<file path="src/rtl/encryption_engine.sv">
// Iterative 8-bit block encryptor: accepts a plaintext byte and key, runs ROUNDS key-mixed
// rounds (one per clock), then holds the ciphertext on a valid/ready output until consumed.
module encryption_engine #(
  parameter int N      = 8,
  parameter int ROUNDS = 4,
  parameter int ROT    = 3
) (
  input  logic         clock,
  input  logic         reset_n,
  input  logic [N-1:0] key,
  input  logic [N-1:0] in_data,
  input  logic         in_valid,
  output logic         in_ready,
  output logic [N-1:0] e_data,
  output logic         out_valid,
  input  logic         out_ready,
  output logic         busy
);

  typedef enum logic [1:0] {IDLE, RUN, DONE} state_t;

  localparam logic [3:0] LAST = 4'(ROUNDS - 1);

  state_t       state;
  logic [N-1:0] s;
  logic [N-1:0] k;
  logic [3:0]   r;
  logic [N-1:0] nxt;

  function automatic logic [N-1:0] rotl(input logic [N-1:0] x, input int a);
    logic [2*N-1:0] d;
    d = {x, x} << (a % N);
    return d[2*N-1:N];
  endfunction

  // Round key is the key rotated by the round index, salted with the round number.
  function automatic logic [N-1:0] round_fn(input logic [N-1:0] sv, input logic [N-1:0] kv,
                                            input logic [3:0] rv);
    logic [N-1:0] rk;
    rk = rotl(kv, int'(rv)) ^ N'(int'(rv) + 1);
    return rotl(sv ^ rk, ROT) + rk;
  endfunction

  assign nxt = round_fn(s, k, r);

  always_ff @(posedge clock) begin
    if (!reset_n) begin
      state     <= IDLE;
      in_ready  <= 1'b1;
      out_valid <= 1'b0;
      busy      <= 1'b0;
      e_data    <= '0;
      r         <= '0;
      s         <= '0;
      k         <= '0;
    end else begin
      case (state)
        IDLE: begin
          if (in_valid) begin
            s        <= in_data;
            k        <= key;
            r        <= '0;
            in_ready <= 1'b0;
            busy     <= 1'b1;
            state    <= RUN;
          end
        end
        RUN: begin
          s <= nxt;
          r <= r + 4'd1;
          if (r == LAST) begin
            e_data    <= nxt;
            out_valid <= 1'b1;
            busy      <= 1'b0;
            state     <= DONE;
          end
        end
        DONE: begin
          // out_ready only counts once out_valid is already visible, i.e. from this state.
          if (out_ready) begin
            out_valid <= 1'b0;
            in_ready  <= 1'b1;
            state     <= IDLE;
          end
        end
        default: begin
          state     <= IDLE;
          in_ready  <= 1'b1;
          out_valid <= 1'b0;
          busy      <= 1'b0;
        end
      endcase
    end
  end

endmodule

</file>
<file path="config.mk">
export PLATFORM = sky130hd
export DESIGN_NAME = encryption_engine
export DESIGN_NICKNAME = d
export VERILOG_FILES = /design/src/rtl/encryption_engine.sv
export SDC_FILE = /design/constraint.sdc
export NUM_CORES = 1
export LEC_CHECK = 0
export ABC_AREA = 1
export ABC_CLOCK_PERIOD_IN_PS = 2850
export BUFFER_PORTS_ARGS = -buffer_cell sky130_fd_sc_hd__buf_2
export CORE_MARGIN = 4
export CORE_UTILIZATION = 51
export CTS_CLUSTER_SIZE = 12
export DETAILED_ROUTE_END_ITERATION = 16
export HOLD_SLACK_MARGIN = 0.1
export PLACE_DENSITY = 0.79
export SLEW_MARGIN = 20
export SYNTH_ARGS = -nofsm -noshare
export SYNTH_HDL_FRONTEND = slang
export SYNTH_SLANG_ARGS = --single-unit
</file>
<file path="constraint.sdc">
create_clock -name clock -period 2.85 [get_ports clock]
set_input_delay 0.1425 -clock clock [delete_from_list [all_inputs] [get_ports clock]]
set_output_delay 0.1425 -clock clock [all_outputs]
set_load 0.05 [all_outputs]
</file>
# Yosys cells after proc, flatten, opt, wreduce, memory -nomap -nowiden
# Index checks and enable logic that the tools add are counted.
classes:
  addsub: 3
  eq_ne: 6
  shifts: 1
  muxes: 17
  n_bitwise: 5
  n_reduce_logical: 9
ops:
  columns: ["cell", "n"]
  rows:
  - ["$pmux 8 s2", 1]
  - ["$shl 16x3->16", 1]
  - ["$reduce_and 3->1", 4]
  - ["$pmux 1 s3", 3]
  - ["$add 8x8->8", 1]
  - ["$mux 8", 1]
  - ["$pmux 4 s2", 1]
  - ["$xor 8x5->8", 1]
  - ["$xor 8x8->8", 1]
  - ["$mux 1", 6]
  - ["$mux 2", 3]
  - ["$ne 2x2->1 const B", 3]
  - ["$pmux 2 s3", 1]
  - ["$reduce_and 2->1", 3]
  - ["$add 4x1->5 const B", 1]
  - ["$add 4x1->4 const B", 1]
  - ["$eq 4x2->1 const B", 1]
  - ["$mux 4", 1]
  - ["$not 1->1", 3]
  - ["$eq 2x1->1 const B", 1]
  - ["$eq 2x2->1 const B", 1]
  - ["$logic_not 2->1", 1]
  - ["$reduce_bool 2->1", 1]
word_totals:
  reg_bits: 33
  input_bits: 20
  out_inout_bits: 11
  wordCells: 49

# Longest topological paths before layout
depth:
  ltp_word: 5
  mapped_depth: 22

# Worst setup path after synthesis
# OpenSTA, ideal clock, no wires.
synth_path:
  kind: "register to register"
  from: "register r[0]"
  to: "register s[6]"
  setup_ps: 134
  arrival_ps: 2618
  required_time_ps: 2716
  setup_slack_ps: 99
  path_stages_with_launch: 20
  cell_sequence: "dfxtp_1 -> buf_6 -> nand2_1 -> and2_4 -> nand2_1 -> nand2_1 -> o21ai_0 -> xor2_1 -> ha_1 -> inv_1 -> fa_1 -> nor2_1 -> o21ai_0 -> nand2_1 -> nand2_1 -> nand2_1 -> a21oi_1 -> xnor2_1 -> o21ai_0 -> a21oi_1"
synth_between:
  elab_chain_cells: 5
  word_cells_on_any_way: 6
synth_rtl:
  columns: ["item", "line", "source"]
  rows:
  - ["start, declared", "27", "logic [3:0] r;"]
  - ["start signal, assigned", "70", "r <= r + 4'd1;"]
  - ["$add 4x1->5 or $shl 16x3->16 (tied branches)", "40, 32", null]
  - ["$xor 8x5->8 (*)", "40", "rk = rotl(kv, int'(rv)) ^ N'(int'(rv) + 1);"]
  - ["$xor 8x8->8", "41", "return rotl(sv ^ rk, ROT) + rk;"]
  - ["$add 8x8->8 (*)", "41", null]
  - ["$pmux 8 s2 (*)", "57", "case (state)"]
  - ["end signal, assigned", "60", "s <= in_data;"]
  - ["end signal, assigned", "69", "s <= nxt;"]
  - ["end, declared", "25", "logic [N-1:0] s;"]
# Every way passes the cells marked *; elsewhere a longest branch is shown, timed or not.
# A chain may end at the register's enable or synchronous reset.

# Worst setup path in the final report
# Same ends and word-level chain as after synthesis.

==> flow_summary.yaml <==
status:
  outcome: "finished, violations left"
  violations: "setup timing"
yosys:
  postSynthAreaPerCell_um2: 6.83
  synth_fa_ha_area_share_pct: 6.26
  synth-seq-cells: 33
  synth_ff_type: "dfxtp_1"
  syn-num-nets: 340
  synth.distinct_cells: 33
  ys_top_cells_by_count: "67 x nand2_1, 36 x nor2_1, 34 x inv_1"
  synth_simple_gate_area_share_pct: 29.6
  synth.largest_area_cell: "dfxtp_1"
  synth_top_area_share_pct: 31.2
  syn_area_mm2: 0.00212
  synth_xor_area_share_pct: 7.80
  synth_top_family_by_area: "simple AND/OR/NAND/NOR gates"
  syn_inst: 310
  synth_most_common_cell: "nand2_1"
  synth_area_leaders: "dfxtp_1 31%, nand2_1 12%, nor2_1 6.4%, inv_1 6.0%, xor2_1 5.8%"
  yosysWarnings: 0
  synthArstFlopShare_pct: 0
  seq_area_frac_synth_pct: 31.2
  synth-edff-count: 0
  synthMuxAreaShare_pct: 0
  synth-compound-area-share_pct: 16.3
detailed_routing:
  drt-met1-wl_um: 2370
  highest_layer: "met4"
  drtPass1Iterations: 5
  viasPerCell: 5.33
  dr_wl_met3_um: 399
  drt_wl_total_um: 5660
  vias: 2182
  wl_met2_um: 2710
  ant_nets: 0
  post_drt_wl_per_cell_um: 13.8
  drc: 0
  drt_iter0_drc: 145
setup_path:
  cp.arrival_ns: 3.12
  crit_type: "reg2reg"
  endpoint_kind: "flip-flop"
  reg2reg_depth: 19
  timing.rr.start: "r[0]"
  cp-start-kind: "flip-flop"
  worstPathRequired_ns: 3.02
  cp_max_fo: 7
  reg2reg_slack_ns: -0.1
  reg2reg_to: "s[6]"
layout:
  drive_gt1_share_pct: 29.2
  fill_cells: 347
  fin_nets: 388
  antenna_cells: 0
  final-seq-area_um2: 664
  final_core_util_pct: 66.5
  multi_input_area_mm2: 0.00140
  fin_cells: 409
  syn2layout_area_growth_pct: 25.7
global_routing:
  grt_overflow: 0
  grt_pass1_vias: 1967
  grtUsageTotal_pct: 21.0
  grt_max_degree: 18
  grt_pass1_wl_um: 8680
  antenna_found_initial: 0
sta:
  fin_crit_sh_pct: 103
  finClkSkew_ns: 0.00492
  worst_pin_slew_ns: 0.950
  timing.hold.ws_ns: 0.103
  setup_violations: 2
  timing.final.ws_setup_ns: -0.0975
  rsz0062_at_grt: "true"
  drv_slew: 0
  relSlewSlack_pct: 36.4
  fmax_ghz: 0.339
  hold_viol: 0
  period_needed_ns: 2.95
floorplan:
  die_h_um: 72.4
  start_util_pct: 52.9
  dieArea_mm2: 0.00525
  ioPinCount: 31
  core-area_mm2: 0.00400
  die_w_um: 72.4
  row_count: 23
place:
  io_buffers: 30
  globalplace.congestion: 0.894
  pre_cts_ws_ns: -0.120
  dp.cells: 391
  hpwl_um: 3860
power:
  p_per_area_mw_per_mm2: 625
  peakVddDrop_mv: 0.480
  p_leak_nw: 1.31
clock_tree:
  clock-root-buffer: "clkbuf_8"
  clock_latency_ns: 0.29
  cts_sinks: 33
  ctsHtreeMaxLevel: 2
  clk_pin_slew_worst_paths_ns: 0.07
  cts_tree: "done"
  cts_buffers: 5
  clk_path_buf_depth: 2
hold_path:
  min_from: "key[2]"
  hold_path_end: "k[2]"
  min_path_type: "in2reg"
  min_path_cells: 3
job:
  max-cap-violations: 0
## registers in the layout, summed over array words and instances, names as in the netlist
name,count
e_data,8
k,8
s,8
r,4
state,2
busy,1
in_ready,1
out_valid,1
## metrics by stage
| step | cell area [µm²] | total power, W | setup TNS [ns] |
|---|---|---|---|
| 5_1_grt | 2660 | 0.00175 | -0.763 |
| 4_1_cts | 2490 | 0.00149 | -0.0271 |
| 3_3_place_gp | 2360 | 0.00110 | -0.0887 |
| 6_report | 2660 | 0.00166 | -0.129 |
| 3_5_place_dp | 2360 | 0.00111 | -0.228 |
| 2_1_floorplan | 2120 | 0.000965 | 0 |
## logic make-up (layout without fill, tap and decap cells)
logic type / count (synthesis) / in the layout
adders and majority gates: 10 / 10
and+or+nand+nor: 139 / 139
buffers and inverters: 47 / 96
xor gates and xnor gates: 18 / 18
AOI/OAI and AO/OA: 63 / 63
DFF: 33 / 33
## per-layer routing
metal | track usage [%] | vias to the layer above
met2 | 33.5 | 83
met4 | 9.63 | 0
met3 | 4.85 | 17
met1 | 26.9 | 989
met5 | 0 | -
li1 | - | 1093
## cells in the final DEF (no fill, tap or decap), drive strengths merged
cell,count
and2,1
nand3b,1
fa,1
nand2,74
nor2,38
o21ai,33
o21bai,1
dlygate4sd3,1
buf,49
a211oi,1
a21oi,21
dfxtp,33
ha,9
clkbuf,7
nand3,22
clkinv,2
o211ai,4
a31oi,2
xnor2,4
clkinvlp,1
or2,2
inv,36
nand4,1
o221ai,1
xor2,14
## critical path, stage by stage (launching register included)
cell and delay (ns):
dfxtp_4 0.37, buf_4 0.15, or2_1 0.21, o21ai_2 0.07
nand2_1 0.11, nand3_2 0.08, o21ai_2 0.06, xor2_2 0.21
ha_2 0.23, inv_2 0.05, fa_2 0.36, nor2_2 0.11
o21ai_2 0.06, nand2_1 0.09, nand2_1 0.07, nand2_1 0.11
a21oi_2 0.08, xnor2_2 0.15, o21ai_1 0.16, a21oi_1 0.08
## how the worst max path moves through the flow
stage | slack (ns) | startpoint | endpoint | cells past startpoint
CTS | -0.03 | r[0] | s[6] | 19
global placement | -0.04 | r[0] | s[6] | 19
global route | -0.21 | r[0] | s[6] | 19
floorplan | 0.1 | r[0] | s[6] | 19
detailed placement | -0.12 | r[0] | s[6] | 19
finish | -0.1 | r[0] | s[6] | 19
## repair_timing
item                                    4_1_cts  5_1_grt
endpoints found under the setup margin        5        8
resized for setup                             8       32
pin swaps                                     2       22
hold buffers                                  1        0
endpoints found under the hold margin         1        0
buffers inserted                              1        8
## power by group
part	internal, W	total [W]	switching, W
clock	0.000173	0.000348	0.000176
combinational	0.000331	0.000793	0.000461
sequential	0.000495	0.000521	0.0000258
total	0.000999	0.00166	0.000663
## area by class of cell
cell class,instances,area share (%)
well taps,50,2.35
flip-flops and latches,33,25.0
inverters,38,5.46
clock inverters,1,0.282
clock buffers,7,2.87
multi-input cells,230,52.5
repair buffers,50,11.5
(Power assumes the default switching activity.)
